==> src/rtl/uart_pkg.sv <==
// Shared definitions for the UART transmit path.
//   arb_state_e : arbiter FSM state encoding (IDLE, ISSUE, WAIT, GAP)
//   BaudDiv     : default clk_3125 cycles per UART bit
//   FrameBits   : bits per frame (start + 8 data + parity + stop)
package uart_pkg;

    typedef enum logic [1:0] {
        StIdle  = 2'd0,
        StIssue = 2'd1,
        StWait  = 2'd2,
        StGap   = 2'd3
    } arb_state_e;

    localparam int unsigned BaudDiv   = 14;
    localparam int unsigned FrameBits = 11;

endpackage

==> src/rtl/rr_arbiter.sv <==
// Combinational round-robin arbiter.
//   req         : request vector, one bit per requester
//   ptr         : index of the last granted requester; search starts at ptr+1
//   grant       : one-hot grant (all zero when no request)
//   grant_idx   : index of the granted requester
//   grant_valid : at least one request present
module rr_arbiter #(
    parameter int unsigned N_REQ = 4
) (
    input  logic [N_REQ-1:0] req,
    input  logic [2:0]       ptr,
    output logic [N_REQ-1:0] grant,
    output logic [2:0]       grant_idx,
    output logic             grant_valid
);

    int unsigned cand;

    always_comb begin
        grant       = '0;
        grant_idx   = '0;
        grant_valid = 1'b0;
        cand        = 0;
        // Walk ptr+1, ptr+2, ... wrapping, ending on ptr itself.
        for (int unsigned k = 1; k <= N_REQ; k++) begin
            cand = (32'(ptr) + k) % N_REQ;
            if (!grant_valid && req[cand]) begin
                grant[cand] = 1'b1;
                grant_idx   = 3'(cand);
                grant_valid = 1'b1;
            end
        end
    end

endmodule

==> src/rtl/uart_tx_arbiter.sv <==
// Round-robin arbiter sharing one UART transmitter among N_REQ requesters.
//   clk_3125       : sole clock
//   rst_n          : asynchronous active-low reset
//   req_valid      : per-requester frame request, held until req_ack
//   req_data       : payloads, requester i on bits [8i+7:8i]
//   req_parity     : per-requester parity type (0 even, 1 odd)
//   req_ack        : one-hot pulse, payload captured
//   req_done       : one-hot pulse, frame finished
//   req_err        : one-hot pulse, frame aborted on timeout
//   tx_start       : one-cycle start strobe to the transmitter
//   tx_data        : byte to the transmitter, stable until the next grant
//   tx_parity_type : parity selection to the transmitter
//   tx_done        : frame-complete pulse from the transmitter
//   busy           : high whenever the FSM is not idle
//   owner          : current/last granted requester
module uart_tx_arbiter
    import uart_pkg::*;
#(
    parameter int unsigned N_REQ   = 4,
    parameter int unsigned TIMEOUT = 200,
    parameter int unsigned GAP     = 2
) (
    input  logic                 clk_3125,
    input  logic                 rst_n,
    input  logic [N_REQ-1:0]     req_valid,
    input  logic [8*N_REQ-1:0]   req_data,
    input  logic [N_REQ-1:0]     req_parity,
    output logic [N_REQ-1:0]     req_ack,
    output logic [N_REQ-1:0]     req_done,
    output logic [N_REQ-1:0]     req_err,
    output logic                 tx_start,
    output logic [7:0]           tx_data,
    output logic                 tx_parity_type,
    input  logic                 tx_done,
    output logic                 busy,
    output logic [2:0]           owner
);

    localparam int unsigned TMO_W    = $clog2(TIMEOUT + 1);
    localparam int unsigned GAP_W    = (GAP > 0) ? $clog2(GAP + 1) : 1;
    localparam int unsigned GAP_LAST = (GAP > 0) ? GAP - 1 : 0;

    arb_state_e         state_q;
    logic [TMO_W-1:0]   tmo_cnt_q;
    logic [GAP_W-1:0]   gap_cnt_q;

    logic [N_REQ-1:0]   win_grant;
    logic [2:0]         win_idx;
    logic               win_valid;
    logic [7:0]         sel_data;
    logic               sel_parity;
    logic [N_REQ-1:0]   owner_onehot;

    rr_arbiter #(
        .N_REQ (N_REQ)
    ) u_rr_arbiter (
        .req         (req_valid),
        .ptr         (owner),
        .grant       (win_grant),
        .grant_idx   (win_idx),
        .grant_valid (win_valid)
    );

    // Payload mux driven by the one-hot grant, avoids variable-width indexing.
    always_comb begin
        sel_data   = '0;
        sel_parity = 1'b0;
        for (int i = 0; i < int'(N_REQ); i++) begin
            if (win_grant[i]) begin
                sel_data   = req_data[8*i +: 8];
                sel_parity = req_parity[i];
            end
        end
    end

    assign owner_onehot = N_REQ'(1) << owner;

    always_ff @(posedge clk_3125 or negedge rst_n) begin
        if (!rst_n) begin
            state_q        <= StIdle;
            tmo_cnt_q      <= '0;
            gap_cnt_q      <= '0;
            req_ack        <= '0;
            req_done       <= '0;
            req_err        <= '0;
            tx_start       <= 1'b0;
            tx_data        <= 8'h00;
            tx_parity_type <= 1'b0;
            busy           <= 1'b0;
            owner          <= 3'(N_REQ - 1);
        end else begin
            // Pulses last exactly one cycle.
            req_ack  <= '0;
            req_done <= '0;
            req_err  <= '0;
            tx_start <= 1'b0;

            unique case (state_q)
                StIdle: begin
                    if (win_valid) begin
                        tx_data        <= sel_data;
                        tx_parity_type <= sel_parity;
                        owner          <= win_idx;
                        req_ack        <= win_grant;
                        busy           <= 1'b1;
                        state_q        <= StIssue;
                    end
                end

                StIssue: begin
                    tx_start  <= 1'b1;
                    tmo_cnt_q <= '0;
                    state_q   <= StWait;
                end

                StWait: begin
                    // tx_done has priority over a coincident timeout.
                    if (tx_done || tmo_cnt_q == TMO_W'(TIMEOUT - 1)) begin
                        if (tx_done) begin
                            req_done <= owner_onehot;
                        end else begin
                            req_err <= owner_onehot;
                        end
                        gap_cnt_q <= '0;
                        if (GAP == 0) begin
                            state_q <= StIdle;
                            busy    <= 1'b0;
                        end else begin
                            state_q <= StGap;
                        end
                    end else begin
                        tmo_cnt_q <= tmo_cnt_q + 1'b1;
                    end
                end

                StGap: begin
                    if (gap_cnt_q == GAP_W'(GAP_LAST)) begin
                        gap_cnt_q <= '0;
                        state_q   <= StIdle;
                        busy      <= 1'b0;
                    end else begin
                        gap_cnt_q <= gap_cnt_q + 1'b1;
                    end
                end

                default: begin
                    state_q <= StIdle;
                    busy    <= 1'b0;
                end
            endcase
        end
    end

endmodule
==> config.mk <==
export PLATFORM = sky130hd
export DESIGN_NAME = uart_tx_arbiter
export DESIGN_NICKNAME = d
export VERILOG_FILES = /design/src/rtl/uart_pkg.sv /design/src/rtl/rr_arbiter.sv /design/src/rtl/uart_tx_arbiter.sv
export SDC_FILE = /design/constraint.sdc
export NUM_CORES = 1
export LEC_CHECK = 0
export ABC_CLOCK_PERIOD_IN_PS = 6250
export BUFFER_PORTS_ARGS = -buffer_cell sky130_fd_sc_hd__buf_2
export CAP_MARGIN = 20
export CORE_UTILIZATION = 40
export CTS_CLUSTER_SIZE = 20
export DETAILED_ROUTE_END_ITERATION = 12
export MAX_ROUTING_LAYER = met4
export PLACE_DENSITY_LB_ADDON = 0.1
export SKIP_CTS_REPAIR_TIMING = 1
export SYNTH_ARGS = -nofsm -noshare
export SYNTH_HDL_FRONTEND = slang
export SYNTH_SLANG_ARGS = --single-unit
==> constraint.sdc <==
create_clock -name clk_3125 -period 6.25 [get_ports clk_3125]
set_input_delay 0.3125 -clock clk_3125 [delete_from_list [all_inputs] [get_ports clk_3125]]
set_output_delay 0.3125 -clock clk_3125 [all_outputs]
set_load 0.01 [all_outputs]
==> results of run 1 <==
## state kept, by name, summed over array words and instances, names as in the netlist
| name | flops |
|---|---|
| tx_data | 8 |
| req_err | 4 |
| busy | 1 |
| req_done | 4 |
| tx_parity_type | 1 |
| req_ack | 4 |
| tmo_cnt_q | 8 |
| owner | 2 |
| gap_cnt_q | 2 |
| tx_start | 1 |
| state_q | 2 |
## synthesized netlist by cell type (2+ instances only)
master	count	area, um^2
a21oi_1	6	30.0
a221oi_1	2	17.5
a2bb2oi_1	9	78.8
a31oi_1	12	75.1
and2_1	13	81.3
and3_1	5	31.3
buf_2	3	15.0
buf_4	2	15.0
buf_6	3	33.8
clkbuf_1	2	7.51
dfrtp_1	35	876
dfstp_2	2	52.6
ha_1	14	175
inv_1	19	71.3
mux4_2	4	90.1
nand2_1	21	78.8
nand2b_1	3	18.8
nand3_1	7	35.0
nand3b_1	2	15.0
nand4_1	2	12.5
nor2_1	7	26.3
nor2b_1	3	18.8
nor3_1	2	10.0
o21a_1	2	15.0
o21ai_0	10	50.1
o21ai_1	2	10.0
o21bai_1	2	15.0
o221ai_1	10	87.6
o31ai_1	3	22.5
or3_1	2	12.5
or3b_1	2	17.5
xnor2_1	2	17.5
## logic make-up after synthesis
family / after synthesis / synth area share
buf+inv: 29 / 0.0622
simple gates: 72 / 0.169
fa+ha+maj: 14 / 0.0763
compound gates: 68 / 0.226
other cells: 1 / 0.00163
flops: 37 / 0.405
mux: 6 / 0.0485
xor+xnor: 3 / 0.0115
## power by group
part           total, W  switching [W]  internal [W]
clock          0.000213      0.0000829      0.000130
combinational  0.000867       0.000504      0.000363
sequential     0.000372      0.0000566      0.000315
## final cells by class
type,count,area share
inverters,19,0.0258
clock inverters,1,0.0109
flip-flops and latches,37,0.336
repair buffers,67,0.121
multi-input cells,164,0.443
clock buffers,7,0.0312
well taps,72,0.0326
## worst register-to-register path, delay by kind of cell, from the launching register on
kind                     cells  cell delay (ps)
multiplexers                 1              610
AND/OR/NAND/NOR              2              880
AO/OA/AOI/OAI                2              670
adder cells (fa/ha/maj)      1              440
flip-flops                   1              720
buffers and inverters        1              170
## metrics by stage
step	worst slack (ps)	utilization	hold slack [ps]	instance area, um^2	cells
after CTS	2610	0.502	147	2770	367
after global routing	2370	0.502	189	2770	367
after detailed placement	2610	0.481	461	2650	359
final	2620	0.502	122	2770	367
after global placement	2760	0.481	462	2650	359
after floorplan	3160	-	16.9	2290	230
## worst paths after layout
check,endpoint,slack [ps]
max,tx_data[7],2620
max in group asynchronous,tx_data[0],5620
min in group clk_3125,req_done[1],320
min reg2reg,gap_cnt_q[1],490
min,tmo_cnt_q[6],120
max reg2reg,tx_data[7],2620
## per-layer routing
metal / vias to the layer above / global-route usage / part of all wire
met5: - / - / 0
met1: 924 / 0.278 / 0.49
li1: 969 / - / -
met2: 40 / 0.261 / 0.46
met4: 0 / 0.0566 / 0.014
met3: 9 / 0.0376 / 0.037
==> metrics.txt, run 1 <==
highest-count cells in the layout ignoring fill and taps 67 x buf_2, 35 x dfrtp_1, 21 x nand2_1, 19 x inv_1, 14 x ha_1; category of the worst setup path launch point flip-flop; CP top delay family simple AND/OR/NAND/NOR gates; remaining routing DRC violations 0; die footprint 6040 um^2; Total Power about 0.0015 W; final slew viol count 0; drt via density 5.29; standard-cell rows 27; Setup Total Neg Slack 0 ps; asr flop ratio synth 1.00; latest clock arrival within the worst-skew pair roughly 280 ps; Leakage Power about 1.3 nW; share of layout cells above drive strength 1 0.302; CTS Root Buffer Type clkbuf_8; crit path max-delay cell type dfstp_2; overall routed net length ~5300 um; max-cap check violation count 0; Reg2Reg Depth 7; Starting Density 0.417; sequence of cells on the critical path inv_1 > ha_1 > mux4_2 > or3_1 > o21ai_2 > or3b_1 > o221ai_1; sequential element share of the synthesized area 0.405; register area 928 um^2; deepest level of the CTS H-tree 2; post-synthesis cell count 230; startpoint-to-endpoint class of the critical path reg -> reg; Post-Synthesis Net Count 287; worst min-delay path class in -> async; global-route congestion overflow total 0; launching point of the worst reg2reg path owner[0]; TritonCTS sink count 37; Total Routing Usage GR 0.189; Die Height a little under 80 um; clock slew seen by the registers of the worst setup and hold paths about 70 ps; count of buffers from port buffering 67; synthesis-stage register bit count 37; maximum VDD drop 0.273 mV; number of cells on the critical path 7; die width between 70 and 80 um; number of antenna-violating nets in the routed design 0; CTS tree yes; weighted congestion reported at the end of routability-driven placement ~0.84; maximum number of pins on one net before global-route repair 38; critical-path maximum fanout 15; detail-routed net length per standard cell 14.4 um; time the worst path needs with I/O delays and setup about 3600 ps; yosys synthesis warning count 0; Slowest Stage Delay on Critical Path 720 ps; count of boundary I/O pins between 60 and 70; most common cell after layout, fill and taps aside buf_2; setup violation total in the final timing report 0; Final Hold Viols 0; multi-input combinational cell area around 1200 um^2; Buf/Inv on CP 1; final worst clock skew 3.91 ps; detailed-placement wirelength estimate ~3900 um; arrival time worst endpoint between 3000 and 4000 ps; Worst setup EP type flip-flop; drt initial violations approximately 150; number of global-route vias before repair about 1700; number of fill cells 523; cts bufs inserted 5; Power per Cell Area roughly 530 nW/um^2; Detailed Routing Iterations Pass 1 4; vias post-DR 1942; area of the placeable core about 5500 um^2; Post-Syn Area per Cell about 10 um^2; post-synth cell types 49; fraction of the cycle the final worst path needs 0.582; Area Overhead vs Synth 20.5%; first-pass GRT wire length roughly 8600 um; Most used DFF post-synth dfrtp_1; worst relative slew slack 0.451; number of synthesized flops with an enable pin 0; transition time at the pin with the least slew margin roughly 800 ps; nets approximately 350; synthesized area between 2000 and 2500 um^2; CTS Buffer Depth 2; data required time at the worst endpoint 6400 ps; fmax approximately 280 MHz; status complete, no violations; number of antenna violations at the first check in global routing 0; RSZ-0062 raised after global routing no; antenna diode count 0; launch point of the worst path owner[0]
(Power assumes the default switching activity.)
==> inputs of run 2 (changes only) <==
--- a/config.mk
+++ b/config.mk
@@ -5,7 +5,7 @@
 export SDC_FILE = /design/constraint.sdc
 export NUM_CORES = 1
 export LEC_CHECK = 0
-export ABC_CLOCK_PERIOD_IN_PS = 6250
+export ABC_CLOCK_PERIOD_IN_PS = 3710
 export BUFFER_PORTS_ARGS = -buffer_cell sky130_fd_sc_hd__buf_2
 export CAP_MARGIN = 20
 export CORE_UTILIZATION = 40
==> constraint.sdc (replaced) <==
create_clock -name clk_3125 -period 3.71 [get_ports clk_3125]
set_input_delay 0.1855 -clock clk_3125 [delete_from_list [all_inputs] [get_ports clk_3125]]
set_output_delay 0.1855 -clock clk_3125 [all_outputs]
set_load 0.01 [all_outputs]
==> run 2 against run 1 <==
Effect of this change: the run now ends with hold timing left; clock power increased by 66%; cell count increased by 1.4%; count of clock-buffer cells in the layout decreased by 2; worst setup slack got worse by 2000 ps; die area unchanged; first-iteration DRC count decreased by 17%; utilization increased by 0.61 points; global-route usage decreased by 0.12 points; total power increased by 72%; sequential power increased by 57%; routed wire length about the same; non-clock buffer count increased by 5.
==> metrics.txt, run 2 (synthesized netlist as in run 1, its figures left out) <==
count of buffers from port buffering 67 (unchanged); share of layout cells above drive strength 1 0.317 (+0.0150); standard-cell rows 27 (unchanged); maximum VDD drop 0.436 mV (+60%); TritonCTS sink count 37 (unchanged); Total Power 0.00249 W (+72%); maximum number of pins on one net before global-route repair 38 (unchanged); Starting Density 0.417 (unchanged); data required time at the worst endpoint 3900 ps (-2500 ps); Worst setup EP type flip-flop; latest clock arrival within the worst-skew pair 290 ps (about the same); worst min-delay path class in -> async; startpoint-to-endpoint class of the critical path reg -> reg; overall routed net length 5300 um (about the same); category of the worst setup path launch point flip-flop; first-pass GRT wire length 8540 um (-1.0%); Leakage Power 1.37 nW (+1.7%); Post-Place Worst Slack 599 ps (-2010 ps); violations in the final reports hold timing; utilization after layout 0.508 (+0.00614); antenna diode count 0 (unchanged); die footprint 6040 um^2 (unchanged); RSZ-0062 raised after global routing no; CTS Buffer Depth 2 (unchanged); CTS Root Buffer Type clkbuf_8; worst hold margin -4.61 ps (-126 ps); nets 356 (+1.4%); number of fill cells 533 (+1.9%); highest-count cells in the layout ignoring fill and taps 67 x buf_2, 35 x dfrtp_1, 21 x nand2_1, 19 x inv_1, 14 x ha_1; Total Routing Usage GR 0.188 (-0.00124); worst relative slew slack 0.447 (-0.00458); vias post-DR 1944 (+0.10%); remaining routing DRC violations 0 (unchanged); critical-path maximum fanout 9 (-6); global-route congestion overflow total 0 (unchanged); status complete, but fails checks; drt via density 5.23 (-1.2%); area of the placeable core 5510 um^2 (unchanged); detail-routed net length per standard cell 14.2 um (-1.3%); count of boundary I/O pins 69 (unchanged); max-cap check violation count 0 (unchanged); die width 77.7 um (unchanged); most common cell after layout, fill and taps aside buf_2; Setup Total Neg Slack 0 ps (unchanged); clock slew seen by the registers of the worst setup and hold paths 80 ps (about the same); number of antenna violations at the first check in global routing 0 (unchanged); Detailed Routing Iterations Pass 1 4 (unchanged); Power per Cell Area 890 nW/um^2 (+69%); weighted congestion reported at the end of routability-driven placement 0.773 (-8.0%); time the worst path needs with I/O delays and setup 3110 ps (-523 ps); Reg2Reg Depth 8 (+1); number of antenna-violating nets in the routed design 0 (unchanged); final worst clock skew 5.53 ps (+1.62 ps); worst-case register-to-register setup slack 600 ps (-2020 ps); detailed-placement wirelength estimate 3840 um (-1.3%); drt initial violations 122 (-17%); cts bufs inserted 5 (unchanged); CTS tree yes; final slew viol count 0 (unchanged); transition time at the pin with the least slew margin 830 ps (+6.87 ps); number of global-route vias before repair 1752 (+0.52%); Die Height 77.7 um (unchanged); arrival time worst endpoint 3310 ps (-470 ps); deepest level of the CTS H-tree 2 (unchanged); Final Worst Setup Slack 598 ps (-2020 ps); Final Hold Viols 5 (+5); fraction of the cycle the final worst path needs 0.839 (+0.257); fmax 321 MHz (+17%); setup violation total in the final timing report 0 (unchanged); registers with the highest flip-flop counts tmo_cnt_q (8), tx_data (8); Area Overhead vs Synth 22.0%
-- run 2: changes by cell type in the layout (fill, tap and decap cells not counted), sizes merged --
cell | previous run | this run
clkbuf | 7 | 5
buf | 67 | 72
clkinv | 0 | 1
inv | 19 | 20
-- run 2: final cells by class --
cell class              instances  area, um^2  share of cell area
multi-input cells             164        1220               0.437
flip-flops and latches         37         928               0.332
repair buffers                 72         373               0.133
well taps                      72        90.1              0.0322
inverters                      19        71.3              0.0255
clock buffers                   5        68.8              0.0246
clock inverters                 3        43.8              0.0156
-- run 2: worst paths after layout --
kind | start | end
hold reg to reg | gap_cnt_q[1] | gap_cnt_q[1]
hold / removal | rst_n | tmo_cnt_q[6]
setup / recovery | owner[0] | tx_data[4]
setup reg to reg | owner[0] | tx_data[4]
min in group clk_3125 | req_data[19] | tx_data[3]
max in group asynchronous | rst_n | tmo_cnt_q[2]
-- run 2: layer usage --
metal  GRT usage  vias to the layer above  wire (um)
met2       0.268                       47       2350
met3      0.0412                        6        254
met5           -                        -          0
met1       0.265                      914       2630
met4      0.0585                        0         65
li1            -                      977          -
-- run 2: per-stage QoR --
step | cells | instance area (um^2)
after CTS | 372 | 2800
final | 372 | 2800
after global routing | 372 | 2800
after floorplan | 230 | 2290
after detailed placement | 364 | 2690
after global placement | 364 | 2690
-- run 2: critical path: stages (launching register included) --
cell and delay [ps]:
dfstp_2 530, inv_1 90, ha_1 440, mux4_2 610
or4b_4 520, a32oi_2 410, and2_1 190, a31oi_1 50
o221ai_1 190
-- run 2: where the power goes --
| part | leakage, nW | switching [W] | total [W] | internal, W |
|---|---|---|---|---|
| Sequential | 0.486 | 0.0000548 | 0.000583 | 0.000529 |
| Combinational | 0.829 | 0.000899 | 0.00155 | 0.000655 |
| Clock | 0.0585 | 0.000152 | 0.000353 | 0.000201 |
==> inputs of run 3 (changes only) <==
--- a/config.mk
+++ b/config.mk
@@ -5,7 +5,8 @@
 export SDC_FILE = /design/constraint.sdc
 export NUM_CORES = 1
 export LEC_CHECK = 0
-export ABC_CLOCK_PERIOD_IN_PS = 3710
+export ABC_AREA = 1
+export ABC_CLOCK_PERIOD_IN_PS = 2800
 export BUFFER_PORTS_ARGS = -buffer_cell sky130_fd_sc_hd__buf_2
 export CAP_MARGIN = 20
 export CORE_UTILIZATION = 40
==> constraint.sdc (replaced) <==
create_clock -name clk_3125 -period 2.8 [get_ports clk_3125]
set_input_delay 0.14 -clock clk_3125 [delete_from_list [all_inputs] [get_ports clk_3125]]
set_output_delay 0.14 -clock clk_3125 [all_outputs]
set_load 0.01 [all_outputs]
==> run 3 against run 2 <==
Effect of this change: the run still ends with hold timing left; count of clock-buffer cells in the layout is the same; hold slack lost 56 ps; synthesized area grew 7.7%; highest routed layer unchanged.
==> metrics.txt, run 3 <==
status complete, but fails checks; violations in the final reports hold timing; fraction of the cycle the final worst path needs 0.901 (+0.0627); synthesized area 2470 um^2 (+7.7%); CTS Buffer Depth 2 (unchanged); Detailed Routing Iterations Pass 1 4 (unchanged); final worst clock skew 7.87 ps (+2.34 ps); post-route cell area 2980 um^2 (+6.6%); Setup Total Neg Slack 0 ps (unchanged); detail-routed net length per standard cell 11.8 um (-17%); number of antenna violations at the first check in global routing 0 (unchanged); asr flop ratio synth 1.00 (unchanged); sequential element share of the synthesized area 0.376 (-0.0289); number of antenna-violating nets in the routed design 0 (unchanged); global-route congestion overflow total 0 (unchanged); share of the synthesized area in the top cell type 0.354 (-0.0272); top cell type by total area after synthesis dfrtp_1; vias post-DR 2221 (+14%); die width 80.6 um (+3.7%); number of synthesized flops with an enable pin 0 (unchanged); length of routed met3 wiring 211 um (-17%); CTS tree yes; clock slew seen by the registers of the worst setup and hold paths 80 ps (about the same); Worst setup EP type flip-flop; registers with the highest flip-flop counts tmo_cnt_q (8), tx_data (8); CP top delay family simple AND/OR/NAND/NOR gates; most frequent cell after synthesis nand2_1; drt initial violations 83 (-32%); Starting Density 0.415 (-0.00181); Post-Syn Area per Cell 7.44 um^2 (-25%); share of layout cells above drive strength 1 0.291 (-0.0260); deepest level of the CTS H-tree 2 (unchanged); Total Routing Usage GR 0.189 (+0.00114); launching point of the worst reg2reg path owner[1]; area of the placeable core 5960 um^2 (+8.2%); Total Power 0.00347 W (+39%); final slew viol count 0 (unchanged); detailed-placement wirelength estimate 4340 um (+13%); dominant cell type by count on the critical path nand2_1; category of the worst setup path launch point flip-flop; most used standard cells in the synthesized netlist 98 x nand2_1, 53 x inv_1, 35 x dfrtp_1; fmax 396 MHz (+23%); RSZ-0062 raised after global routing no; worst hold margin -60.2 ps (-55.6 ps); crit path max-delay cell type dfstp_2; top layer used by detailed routing met4; CTS Root Buffer Type clkbuf_8; max-cap check violation count 0 (unchanged); worst relative slew slack 0.443 (-0.00383); Slowest Stage Delay on Critical Path 530 ps (-80 ps); Post-Synthesis Net Count 389 (+36%); highest-count cells in the layout ignoring fill and taps 98 x nand2_1, 67 x buf_2, 53 x inv_1, 35 x dfrtp_1, 26 x nand3_1; TritonCTS sink count 37 (unchanged); startpoint-to-endpoint class of the critical path reg -> reg; Power per Cell Area 1160 nW/um^2 (+31%); time the worst path needs with I/O delays and setup 2520 ps (-588 ps); capture instance of the worst register-to-register path tx_data[3]; Most used DFF post-synth dfrtp_1; cts bufs inserted 5 (unchanged); maximum number of pins on one net before global-route repair 38 (unchanged); met2 routed WL 2580 um (+10%); number of global-route vias before repair 2087 (+19%); overall routed net length 5690 um (+7.4%); Die Height 80.6 um (+3.7%); setup violation total in the final timing report 0 (unchanged); worst-case register-to-register setup slack 280 ps (-320 ps); arrival time worst endpoint 2720 ps (-590 ps); yosys synthesis warning count 0 (unchanged); length of routed wiring on met1 2810 um (+6.8%); maximum VDD drop 0.591 mV (+36%); count of buffers from port buffering 67 (unchanged); standard-cell rows 28 (+3.7%); remaining routing DRC violations 0 (unchanged); synthesis-stage register bit count 37 (unchanged); data required time at the worst endpoint 2990 ps (-910 ps); count of boundary I/O pins 69 (unchanged); Leakage Power 1.75 nW (+27%); worst min-delay path class in -> async; worst setup path endpoint tx_data[3]; sequence of cells on the critical path inv_1 > ha_1 > nand3_2 > nand2_4 > nor2_4 > a21oi_1 > nand3_1 > buf_4 > a21oi_2 > nand2_1 > nand2_1 > nand2_1; die footprint 6500 um^2 (+7.5%); post-synthesis cell count 332 (+44%); critical-path maximum fanout 8 (-1); launch point of the worst path owner[1]; first-pass GRT wire length 9260 um (+8.5%); weighted congestion reported at the end of routability-driven placement 0.824 (+6.6%); antenna diode count 0 (unchanged); transition time at the pin with the least slew margin 836 ps (+5.74 ps); Reg2Reg Depth 12 (+4); post-synth cell types 36 (-27%); Final Hold Viols 35 (+30); most common cell after layout, fill and taps aside nand2_1; Area Overhead vs Synth 20.7%; latest clock arrival within the worst-skew pair 290 ps (about the same); placement-stage cell area 2900 um^2 (+7.8%); cell types occupying the most area after synthesis dfrtp_1 35%, nand2_1 15%, inv_1 8.1%; nets 462 (+30%); Buf/Inv on CP 2 (+1); drt via density 4.62 (-12%); number of cells on the critical path 12 (+4)
[run 3: cell types whose count changed in the layout (fill, tap and decap cells not counted), sizes merged, moves of 5 or more]
cell,before,now
inv,20,58
a31oi,12,0
and2,13,0
nor2,7,21
and3,5,0
nand3,8,30
a21oi,7,18
o221ai,10,1
a2bb2oi,9,0
nor3,2,12
nand2,21,108
[run 3: worst min path at each step]
stage	from	to	slack (ps)
global placement	rst_n	tmo_cnt_q[4]	300
global route	rst_n	req_done[3]	3
CTS	rst_n	tmo_cnt_q[7]	-20
floorplan	rst_n	busy	-160
finish	rst_n	tmo_cnt_q[4]	-60
detailed placement	rst_n	tmo_cnt_q[4]	300
[run 3: logic make-up (layout without fill, tap and decap cells)]
group / count (synthesis) / in the layout / share of synthesized area
adder cells (fa/ha/maj): 14 / 14 / 0.0709
buffers and inverters: 64 / 138 / 0.104
AO/OA/AOI/OAI: 37 / 37 / 0.101
other: 1 / 1 / 0.00152
AND/OR/NAND/NOR: 178 / 178 / 0.343
XOR/XNOR: 1 / 1 / 0.00354
flip-flops: 37 / 37 / 0.376
[run 3: metal layers]
| metal | vias up | GRT usage |
|---|---|---|
| li1 | 1186 | - |
| met1 | 970 | 0.247 |
| met2 | 54 | 0.295 |
| met3 | 11 | 0.0386 |
| met4 | 0 | 0.0554 |
| met5 | - | - |
[run 3: area by class of cell]
class / count / area [um^2]
well taps: 75 / 93.8
fillers: 637 / 2970
inverters: 59 / 224
multi-input cells: 231 / 1280
flip-flops and latches: 37 / 928
clock inverters: 3 / 17.5
clock buffers: 5 / 68.8
repair buffers: 71 / 365
[run 3: worst reg2reg max path: stages (launching register included)]
cell	delay, ps
dfstp_2	530
inv_1	130
ha_1	380
nand3_2	130
nand2_4	160
nor2_4	60
a21oi_1	120
nand3_1	320
buf_4	300
a21oi_2	110
nand2_1	70
nand2_1	60
nand2_1	50
[run 3: power by group]
| part | internal [W] | switching [W] | leakage [nW] |
|---|---|---|---|
| clock network | 0.000172 | 0.000205 | 0.0439 |
| registers | 0.000705 | 0.0000780 | 0.486 |
| logic | 0.000764 | 0.00154 | 1.22 |
[run 3: metrics by stage]
stage,setup slack [ps],utilization,std cells
floorplan,574,-,332
global placement,373,0.486,473
detailed placement,271,0.486,473
CTS,251,0.501,481
global route,87.4,0.501,481
finish,276,0.501,481
